### src/rtl/timer_counter.sv
// Memory-mapped programmable down-counter timer with a maskable interrupt request.
// One-shot and auto-reload modes; COUNT is loaded from PRESET on every (re)start.
module timer_counter #(
  parameter int unsigned WIDTH = 32
) (
  input  logic        clk,
  input  logic        reset,
  input  logic [1:0]  addr,
  input  logic        we,
  input  logic [31:0] wdata,
  output logic [31:0] rdata,
  output logic        irq
);

  typedef enum logic [1:0] {
    IDLE,
    LOAD,
    CNT,
    INT
  } state_e;

  state_e           state_q, state_d;
  logic [3:0]       ctrl_q, ctrl_d;
  logic [WIDTH-1:0] preset_q, preset_d;
  logic [WIDTH-1:0] count_q, count_d;
  logic             flag_q, flag_d;

  always_comb begin
    state_d  = state_q;
    ctrl_d   = ctrl_q;
    preset_d = preset_q;
    count_d  = count_q;
    flag_d   = flag_q;

    unique case (state_q)
      IDLE: begin
        if (ctrl_q[0]) state_d = LOAD;
      end
      LOAD: begin
        count_d = preset_q;
        state_d = CNT;
      end
      CNT: begin
        if (!ctrl_q[0]) begin
          state_d = IDLE;
        end else if (count_q != '0) begin
          count_d = count_q - WIDTH'(1);
        end else begin
          flag_d  = 1'b1;
          state_d = INT;
        end
      end
      INT: begin
        if (ctrl_q[2:1] == 2'b01) begin
          flag_d  = 1'b0;
          state_d = LOAD;
        end else begin
          ctrl_d[0] = 1'b0;
          state_d   = IDLE;
        end
      end
      default: state_d = IDLE;
    endcase

    // Bus writes are applied last so they override the FSM's EN clear and flag set.
    if (we) begin
      unique case (addr)
        2'd0: begin
          ctrl_d = wdata[3:0];
          flag_d = 1'b0;
        end
        2'd1:    preset_d = wdata[WIDTH-1:0];
        default: ;
      endcase
    end
  end

  always_ff @(posedge clk or posedge reset) begin
    if (reset) begin
      state_q  <= IDLE;
      ctrl_q   <= '0;
      preset_q <= '0;
      count_q  <= '0;
      flag_q   <= 1'b0;
    end else begin
      state_q  <= state_d;
      ctrl_q   <= ctrl_d;
      preset_q <= preset_d;
      count_q  <= count_d;
      flag_q   <= flag_d;
    end
  end

  always_comb begin
    rdata = '0;
    unique case (addr)
      2'd0:    rdata = {28'b0, ctrl_q};
      2'd1:    rdata = 32'(preset_q);
      2'd2:    rdata = 32'(count_q);
      default: rdata = '0;
    endcase
  end

  assign irq = ctrl_q[3] & flag_q;

endmodule

### config.mk
export PLATFORM = sky130hd
export DESIGN_NAME = timer_counter
export DESIGN_NICKNAME = d
export VERILOG_FILES = /design/src/rtl/timer_counter.sv
export SDC_FILE = /design/constraint.sdc
export NUM_CORES = 1
export LEC_CHECK = 0
export CAP_MARGIN = 20
export CORE_MARGIN = 2
export CORE_UTILIZATION = 53
export CTS_CLUSTER_SIZE = 20
export DETAILED_ROUTE_END_ITERATION = 8
export HOLD_SLACK_MARGIN = 0.02
export PLACE_DENSITY = 0.84
export SLEW_MARGIN = 40
export SYNTH_ARGS = -nofsm -noshare
export SYNTH_HDL_FRONTEND = slang
export SYNTH_SLANG_ARGS = --single-unit
export TNS_END_PERCENT = 10
### constraint.sdc
create_clock -name clk -period 5.5 [get_ports clk]
set_input_delay 0.825 -clock clk [delete_from_list [all_inputs] [get_ports clk]]
set_output_delay 0.825 -clock clk [all_outputs]
set_load 0.02 [all_outputs]
==> results of run 1 <==
==> through the flow <==
| stage | cell area, µm² | power [W] | worst slack [ns] | std cells | utilization |
|---|---|---|---|---|---|
| floorplan | 4210 | 0.00167 | 2.52 | 425 | - |
| global route | 5140 | 0.00255 | 1.32 | 585 | 0.668 |
| detailed placement | 4940 | 0.00198 | 1.47 | 569 | 0.643 |
| finish | 5140 | 0.00240 | 1.43 | 585 | 0.668 |
| CTS | 5130 | 0.00239 | 1.46 | 585 | 0.667 |
| global placement | 4930 | 0.00192 | 1.55 | 568 | 0.641 |
==> power by group through the flow <==
stage | clock [W] | combinational, W | sequential (W)
finish | 0.000404 | 0.00104 | 0.000953
global route | 0.000438 | 0.00113 | 0.000983
CTS | 0.000414 | 0.00103 | 0.000943
detailed placement | 0 | 0.00102 | 0.000952
global placement | 0 | 0.000976 | 0.000946
floorplan | 0 | 0.000803 | 0.000864
==> layer usage <==
| metal | routed length, µm | vias up | global-route usage |
|---|---|---|---|
| met5 | 0 | - | 0 |
| met4 | 146 | 0 | 0.0662 |
| met3 | 812 | 16 | 0.0749 |
| met2 | 5300 | 182 | 0.429 |
| met1 | 4540 | 1893 | 0.341 |
| li1 | - | 1750 | - |
==> sequential cells by signal, summed over array words and instances, names as in the netlist <==
name      flops
count_q      32
ctrl_q        4
flag_q        1
preset_q     32
state_q       2
==> worst max-delay path, delay by kind of cell <==
family	cells	cell delay, ns
buffers and inverters	3	1.64
AND/OR/NAND/NOR	1	0.57
AO/OA/AOI/OAI	1	0.19
==> kinds of logic (layout without fill, tap and decap cells) <==
logic type	Yosys count	after routing	share of synthesized area
compound gates	138	138	0.252
fa+ha+maj	2	2	0.00595
buf+inv	44	102	0.0494
flops	71	71	0.422
mux	40	40	0.106
simple gates	130	130	0.164
==> layout by cell type (no fill, tap or decap), types with 9 or more instances in the layout <==
master,count
sky130_fd_sc_hd__nor2_1,28
sky130_fd_sc_hd__mux2_2,35
sky130_fd_sc_hd__nor4_1,11
sky130_fd_sc_hd__o22a_1,10
sky130_fd_sc_hd__a31oi_1,12
sky130_fd_sc_hd__dfrtp_1,71
sky130_fd_sc_hd__a2bb2oi_2,9
sky130_fd_sc_hd__a22o_1,28
sky130_fd_sc_hd__nand3_1,14
sky130_fd_sc_hd__clkdlybuf4s50_1,69
sky130_fd_sc_hd__nor3_1,22
sky130_fd_sc_hd__clkbuf_8,10
sky130_fd_sc_hd__nand2_1,19
sky130_fd_sc_hd__buf_4,9
sky130_fd_sc_hd__o21ai_0,24
sky130_fd_sc_hd__a21oi_1,13
==> final cells by class <==
cell class | instances | share of cell area
Clock buffer | 12 | 0.0283
Multi-Input combinational cell | 310 | 0.437
Clock inverter | 4 | 0.00877
Timing Repair Buffer | 79 | 0.151
Sequential cell | 71 | 0.346
Tap cell | 102 | 0.0248
Inverter | 7 | 0.00512
==> worst paths after layout <==
kind / from / endpoint / slack (ns)
setup / recovery: addr[0] / rdata[29] / 1.43
hold / removal: preset_q[31]$_DFFE_PP0P_ / preset_q[31]$_DFFE_PP0P_ / 0.54
hold reg to reg: preset_q[31]$_DFFE_PP0P_ / preset_q[31]$_DFFE_PP0P_ / 0.54
setup reg to reg: count_q[14]$_DFFE_PP0P_ / count_q[5]$_DFFE_PP0P_ / 2.53
min in group asynchronous: reset / preset_q[31]$_DFFE_PP0P_ / 0.85
max in group asynchronous: reset / count_q[14]$_DFFE_PP0P_ / 3.64
==> flow_results.xml, run 1 <==
<?xml version="1.0" encoding="UTF-8"?>
<metrics>
  <group name="run_status">
    <metric name="status" unit="">finished, final reports clean</metric>
  </group>
  <group name="hold_path">
    <metric name="worstHoldPathType" unit="">register to register</metric>
    <metric name="whs_path_depth" unit="">1</metric>
  </group>
  <group name="power_and_ir_drop">
    <metric name="internal-power" unit="W">0.00141</metric>
    <metric name="cellLeakagePower" unit="nW">2.01</metric>
    <metric name="p_switching" unit="W">0.000988</metric>
    <metric name="power.density" unit="nW/µm²">467</metric>
    <metric name="share_clk_of_total_power" unit="">0.169</metric>
    <metric name="power_frac_comb" unit="">0.434</metric>
    <metric name="vdd_drop_max" unit="mV">0.285</metric>
    <metric name="power_switching_share" unit="">0.412</metric>
    <metric name="seq_power_share" unit="">0.397</metric>
  </group>
  <group name="floorplanning">
    <metric name="floorplan.die_area" unit="µm²">8660</metric>
    <metric name="start_util" unit="">0.547</metric>
    <metric name="die_height" unit="µm">93.1</metric>
    <metric name="placementRows" unit="">32</metric>
    <metric name="floorplan.core_area" unit="µm²">7690</metric>
    <metric name="chipWidth" unit="µm">93.1</metric>
    <metric name="ios" unit="">70</metric>
  </group>
  <group name="drt">
    <metric name="detailedRoute.firstPassIterationCount" unit="">5</metric>
    <metric name="routed-via-count" unit="">3841</metric>
    <metric name="drt_iter0_drc" unit="">324</metric>
    <metric name="postRouteAntennaNets" unit="">0</metric>
    <metric name="post_drt_via_cell_ratio" unit="">6.57</metric>
    <metric name="post-route-drc-count" unit="">0</metric>
    <metric name="detail_route.wl_per_cell" unit="µm">18.5</metric>
    <metric name="wirelength" unit="µm">10800</metric>
  </group>
  <group name="sta">
    <metric name="fmaxAchievable" unit="MHz">246</metric>
    <metric name="part_of_the_cycle_the_worst_path_needs" unit="">0.739</metric>
    <metric name="final.setup_skew" unit="ns">0.00884</metric>
    <metric name="final_period_minus_worst_setup_slack" unit="ns">4.07</metric>
    <metric name="timing_worst_slew_pin_value" unit="ns">0.768</metric>
    <metric name="hold_ws" unit="ns">0.543</metric>
    <metric name="setup_violations_final" unit="">0</metric>
    <metric name="slew_headroom" unit="">0.488</metric>
    <metric name="hold_violations" unit="">0</metric>
    <metric name="slew_violations" unit="">0</metric>
    <metric name="totalNegativeSetupSlack" unit="ns">0</metric>
    <metric name="grt_setup_unrepaired" unit="">no</metric>
  </group>
  <group name="worst_setup_path">
    <metric name="startpoint_type" unit="">input pin</metric>
    <metric name="cp_cell_sequence" unit="">clkdlybuf4s50_1 -&gt; nor2b_2 -&gt; buf_4 -&gt; a22o_1 -&gt; clkdlybuf4s50_1</metric>
    <metric name="worst-endpoint-arrival" unit="ns">3.24</metric>
    <metric name="critical_path.most_common_cell" unit="">sky130_fd_sc_hd__clkdlybuf4s50_1</metric>
    <metric name="critical_path_max_stage_delay" unit="ns">0.67</metric>
    <metric name="critPathRequiredTime" unit="ns">4.68</metric>
    <metric name="worstRegToRegCells" unit="">5</metric>
    <metric name="cpMaxStageDelayCell" unit="">sky130_fd_sc_hd__clkdlybuf4s50_1</metric>
    <metric name="critPathCaptureType" unit="">primary output</metric>
    <metric name="critical_path_peak_fanout" unit="">18</metric>
    <metric name="setup.worst_path.class" unit="">input pin to primary output</metric>
  </group>
  <group name="run">
    <metric name="maxCapViolations" unit="">0</metric>
  </group>
  <group name="yosys">
    <metric name="most_frequent_cells_after_synthesis" unit="">sky130_fd_sc_hd__dfrtp_1 (71), sky130_fd_sc_hd__mux2_2 (35), sky130_fd_sc_hd__nor2_1 (29)</metric>
    <metric name="synthFlopType" unit="">sky130_fd_sc_hd__dfrtp_1</metric>
    <metric name="syn_inst" unit="">425</metric>
    <metric name="synth_largest_area_cell" unit="">sky130_fd_sc_hd__dfrtp_1</metric>
    <metric name="synth_area_per_cell" unit="µm²">9.89</metric>
    <metric name="synth_enable_flop_cells" unit="">0</metric>
    <metric name="synth_area_leaders" unit="">sky130_fd_sc_hd__dfrtp_1 (42%), sky130_fd_sc_hd__mux2_2 (9.4%), sky130_fd_sc_hd__a22o_1 (5.8%)</metric>
    <metric name="syn-cell-area" unit="µm²">4210</metric>
    <metric name="synth_async_sr_flop_share" unit="">1.00</metric>
    <metric name="synth_largest_type_area_fraction" unit="">0.422</metric>
    <metric name="top_count_cell_post_synth" unit="">sky130_fd_sc_hd__dfrtp_1</metric>
    <metric name="mappedNetlistNets" unit="">464</metric>
    <metric name="postSynthRegisterBits" unit="">71</metric>
    <metric name="synthesis.yosys.warnings" unit="">0</metric>
    <metric name="synth.distinct_cells" unit="">51</metric>
    <metric name="synth_seq_area_share" unit="">0.422</metric>
  </group>
  <group name="clock_network">
    <metric name="tritoncts" unit="">yes</metric>
    <metric name="root_buffer" unit="">sky130_fd_sc_hd__clkbuf_8</metric>
    <metric name="post_cts_resize_count" unit="">0</metric>
    <metric name="clock_insertion_delay_worst_skew" unit="ns">0.35</metric>
    <metric name="depth_of_the_cts_h_tree" unit="">3</metric>
    <metric name="cts.reportedPaths.clkPinSlew" unit="ns">0.07</metric>
    <metric name="clkSinkCount" unit="">71</metric>
    <metric name="cts_max_path_buffers" unit="">2</metric>
    <metric name="cts-buffers-inserted" unit="">9</metric>
    <metric name="post_cts_buffers" unit="">0</metric>
    <metric name="post_cts_hold_buffer_count" unit="">0</metric>
  </group>
  <group name="grt">
    <metric name="pin_count_of_the_biggest_net_entering_global_routing" unit="">47</metric>
    <metric name="grt_first_pass_wirelength" unit="µm">18200</metric>
    <metric name="gr-usage-all-layers" unit="">0.261</metric>
    <metric name="grt-ovfl-total" unit="">0</metric>
    <metric name="number_of_antenna_violations_at_the_first_check_in_global_routing" unit="">0</metric>
    <metric name="via_count_of_the_first_global_routing_pass" unit="">3772</metric>
  </group>
  <group name="layout">
    <metric name="register_area" unit="µm²">1780</metric>
    <metric name="num-nets-final" unit="">517</metric>
    <metric name="syn_to_final_growth" unit="%">22.1</metric>
    <metric name="multi_input_area" unit="µm²">2240</metric>
    <metric name="filler_cell_count" unit="">619</metric>
    <metric name="final_layout_size_suffix_gt1_frac" unit="">0.166</metric>
    <metric name="antenna_cells" unit="">0</metric>
  </group>
  <group name="place">
    <metric name="place.port_buffers" unit="">69</metric>
    <metric name="detailedPlacementHpwl" unit="µm">7180</metric>
    <metric name="gpl.final_weighted_congestion" unit="">0.837</metric>
  </group>
</metrics>
Note: power is estimated with default switching activity, not from simulation.
==> run 2, diff against run 1 <==
==> constraint.sdc (replaced) <==
create_clock -name clk -period 4.2 [get_ports clk]
set_input_delay 0.63 -clock clk [delete_from_list [all_inputs] [get_ports clk]]
set_output_delay 0.63 -clock clk [all_outputs]
set_load 0.02 [all_outputs]
==> flow_results.xml, run 2 (synthesized netlist as in run 1, its figures left out) <==
<?xml version="1.0" encoding="UTF-8"?>
<metrics>
  <group name="grt">
    <metric name="grt_first_pass_wirelength" unit="µm">18300</metric>
    <metric name="via_count_of_the_first_global_routing_pass" unit="">3743</metric>
    <metric name="grt_util_met1" unit="">0.351</metric>
    <metric name="grt-busiest-layer" unit="">met2</metric>
    <metric name="grt_util_met2" unit="">0.432</metric>
    <metric name="grt-ovfl-total" unit="">0</metric>
    <metric name="number_of_antenna_violations_at_the_first_check_in_global_routing" unit="">0</metric>
    <metric name="gr-usage-all-layers" unit="">0.264</metric>
    <metric name="globalRouteMet3Util" unit="">0.0516</metric>
    <metric name="pin_count_of_the_biggest_net_entering_global_routing" unit="">56</metric>
  </group>
  <group name="clock_network">
    <metric name="clkSinkCount" unit="">71</metric>
    <metric name="cts.reportedPaths.clkPinSlew" unit="ns">0.07</metric>
    <metric name="cts-buffers-inserted" unit="">9</metric>
    <metric name="post_cts_resize_count" unit="">0</metric>
    <metric name="tritoncts" unit="">yes</metric>
    <metric name="post_cts_buffers" unit="">0</metric>
    <metric name="post_cts_hold_buffer_count" unit="">0</metric>
    <metric name="depth_of_the_cts_h_tree" unit="">3</metric>
    <metric name="cts_max_path_buffers" unit="">2</metric>
    <metric name="root_buffer" unit="">sky130_fd_sc_hd__clkbuf_8</metric>
    <metric name="clock_insertion_delay_worst_skew" unit="ns">0.34</metric>
  </group>
  <group name="place">
    <metric name="gpl.final_weighted_congestion" unit="">0.871</metric>
    <metric name="detailedPlacementHpwl" unit="µm">7120</metric>
    <metric name="place.port_buffers" unit="">69</metric>
  </group>
  <group name="power_and_ir_drop">
    <metric name="cellLeakagePower" unit="nW">1.99</metric>
    <metric name="post-layout-total-power" unit="W">0.00308</metric>
    <metric name="vdd_drop_max" unit="mV">0.362</metric>
    <metric name="power.density" unit="nW/µm²">603</metric>
  </group>
  <group name="drt">
    <metric name="detailedRoute.firstPassIterationCount" unit="">5</metric>
    <metric name="wirelength" unit="µm">10700</metric>
    <metric name="routed-via-count" unit="">3766</metric>
    <metric name="detail_route.wl_per_cell" unit="µm">18.3</metric>
    <metric name="post_drt_via_cell_ratio" unit="">6.46</metric>
    <metric name="postRouteAntennaNets" unit="">0</metric>
    <metric name="drt_iter0_drc" unit="">303</metric>
    <metric name="post-route-drc-count" unit="">0</metric>
  </group>
  <group name="hold_path">
    <metric name="worstHoldPathType" unit="">register to register</metric>
    <metric name="whs_path_depth" unit="">1</metric>
    <metric name="min_delay_worst_endpoint" unit="">ctrl_q[3]$_DFFE_PP0P_</metric>
    <metric name="hold_start" unit="">ctrl_q[3]$_DFFE_PP0P_</metric>
  </group>
  <group name="layout">
    <metric name="num-nets-final" unit="">517</metric>
    <metric name="final_layout_size_suffix_gt1_frac" unit="">0.162</metric>
    <metric name="layout.cells.most_common_list" unit="">sky130_fd_sc_hd__dfrtp_1 (71), sky130_fd_sc_hd__clkdlybuf4s50_1 (69), sky130_fd_sc_hd__mux2_2 (35)</metric>
    <metric name="syn_to_final_growth" unit="%">21.4</metric>
    <metric name="largestRegisters" unit="">count_q (32), preset_q (32), ctrl_q (4)</metric>
    <metric name="most_frequent_standard_cell_in_the_layout_excluding_fill_and_tap_cells" unit="">sky130_fd_sc_hd__dfrtp_1</metric>
    <metric name="post-route-util" unit="">0.664</metric>
    <metric name="filler_cell_count" unit="">619</metric>
    <metric name="antenna_cells" unit="">0</metric>
  </group>
  <group name="sta">
    <metric name="grt_setup_unrepaired" unit="">no</metric>
    <metric name="final_period_minus_worst_setup_slack" unit="ns">3.31</metric>
    <metric name="slew_headroom" unit="">0.485</metric>
    <metric name="final.setup_skew" unit="ns">0.00802</metric>
    <metric name="hold_ws" unit="ns">0.539</metric>
    <metric name="timing_worst_slew_pin_value" unit="ns">0.771</metric>
    <metric name="slew_violations" unit="">0</metric>
    <metric name="totalNegativeSetupSlack" unit="ns">0</metric>
    <metric name="part_of_the_cycle_the_worst_path_needs" unit="">0.789</metric>
    <metric name="hold_violations" unit="">0</metric>
    <metric name="fmaxAchievable" unit="MHz">302</metric>
    <metric name="setup_violations_final" unit="">0</metric>
  </group>
  <group name="floorplanning">
    <metric name="floorplan.die_area" unit="µm²">8660</metric>
    <metric name="ios" unit="">70</metric>
    <metric name="start_util" unit="">0.547</metric>
    <metric name="die_height" unit="µm">93.1</metric>
    <metric name="floorplan.core_area" unit="µm²">7690</metric>
    <metric name="chipWidth" unit="µm">93.1</metric>
    <metric name="placementRows" unit="">32</metric>
  </group>
  <group name="worst_setup_path">
    <metric name="critPathRequiredTime" unit="ns">3.57</metric>
    <metric name="setup.worst_path.class" unit="">input pin to primary output</metric>
    <metric name="startpoint_type" unit="">input pin</metric>
    <metric name="r2r_end" unit="">count_q[7]$_DFFE_PP0P_</metric>
    <metric name="crit-reg2reg-launch" unit="">count_q[14]$_DFFE_PP0P_</metric>
    <metric name="worst-endpoint-arrival" unit="ns">2.68</metric>
    <metric name="critical_path_peak_fanout" unit="">29</metric>
    <metric name="critPathCaptureType" unit="">primary output</metric>
    <metric name="worstRegToRegCells" unit="">5</metric>
    <metric name="reg2reg_setup_slack" unit="ns">1.23</metric>
  </group>
  <group name="run_status">
    <metric name="status" unit="">finished, final reports clean</metric>
  </group>
  <group name="run">
    <metric name="maxCapViolations" unit="">0</metric>
  </group>
</metrics>
-- run 2: cell count changes in the layout (fill, tap and decap cells not counted), sizes merged --
cell    change
bufinv      -1
clkbuf      +1
clkinv      -1
inv         -1
-- run 2: cell type report --
type / count / area [µm²] / area share
tap: 102 / 128 / 0.0250
inverter: 7 / 27.5 / 0.00539
clock inverter: 1 / 5.00 / 0.000981
sequential: 71 / 1780 / 0.348
timing repair buffer: 79 / 766 / 0.150
clock buffer: 13 / 159 / 0.0311
multi-input combinational: 310 / 2240 / 0.439
-- run 2: through the flow --
stage               cell area (µm²)  worst slack (ns)  std cells
floorplan                      4210              1.61        425
global placement               4930             0.929        569
detailed placement             4930             0.890        569
CTS                            5100             0.894        583
global route                   5100             0.816        583
finish                         5100             0.888        583
-- run 2: how the worst max path moves through the flow --
stage | startpoint | endpoint | cells after the start
after global placement | addr[0] | rdata[13] | 5
after CTS | addr[0] | rdata[13] | 5
after global routing | addr[0] | rdata[5] | 5
final | addr[0] | rdata[13] | 5
after floorplan | addr[0] | rdata[10] | 5
after detailed placement | addr[0] | rdata[13] | 5
-- run 2: critical path, stage by stage --
cell,delay [ns]
sky130_fd_sc_hd__clkdlybuf4s50_1,0.66
sky130_fd_sc_hd__nor2b_2,0.20
sky130_fd_sc_hd__buf_4,0.32
sky130_fd_sc_hd__a22o_1,0.22
sky130_fd_sc_hd__clkdlybuf4s50_1,0.62
-- run 2: layer usage --
layer / up-vias / part of all wire / routed length (µm)
met1: 1854 / 0.44 / 4690
met2: 152 / 0.48 / 5120
li1: 1742 / - / -
met5: - / 0 / 0
met4: 0 / 0.016 / 174
met3: 18 / 0.062 / 664
-- run 2: report_power, final --
part | internal (W) | total [W] | switching [W]
clock network | 0.000240 | 0.000476 | 0.000236
logic | 0.000640 | 0.00135 | 0.000709
registers | 0.000915 | 0.00125 | 0.000337
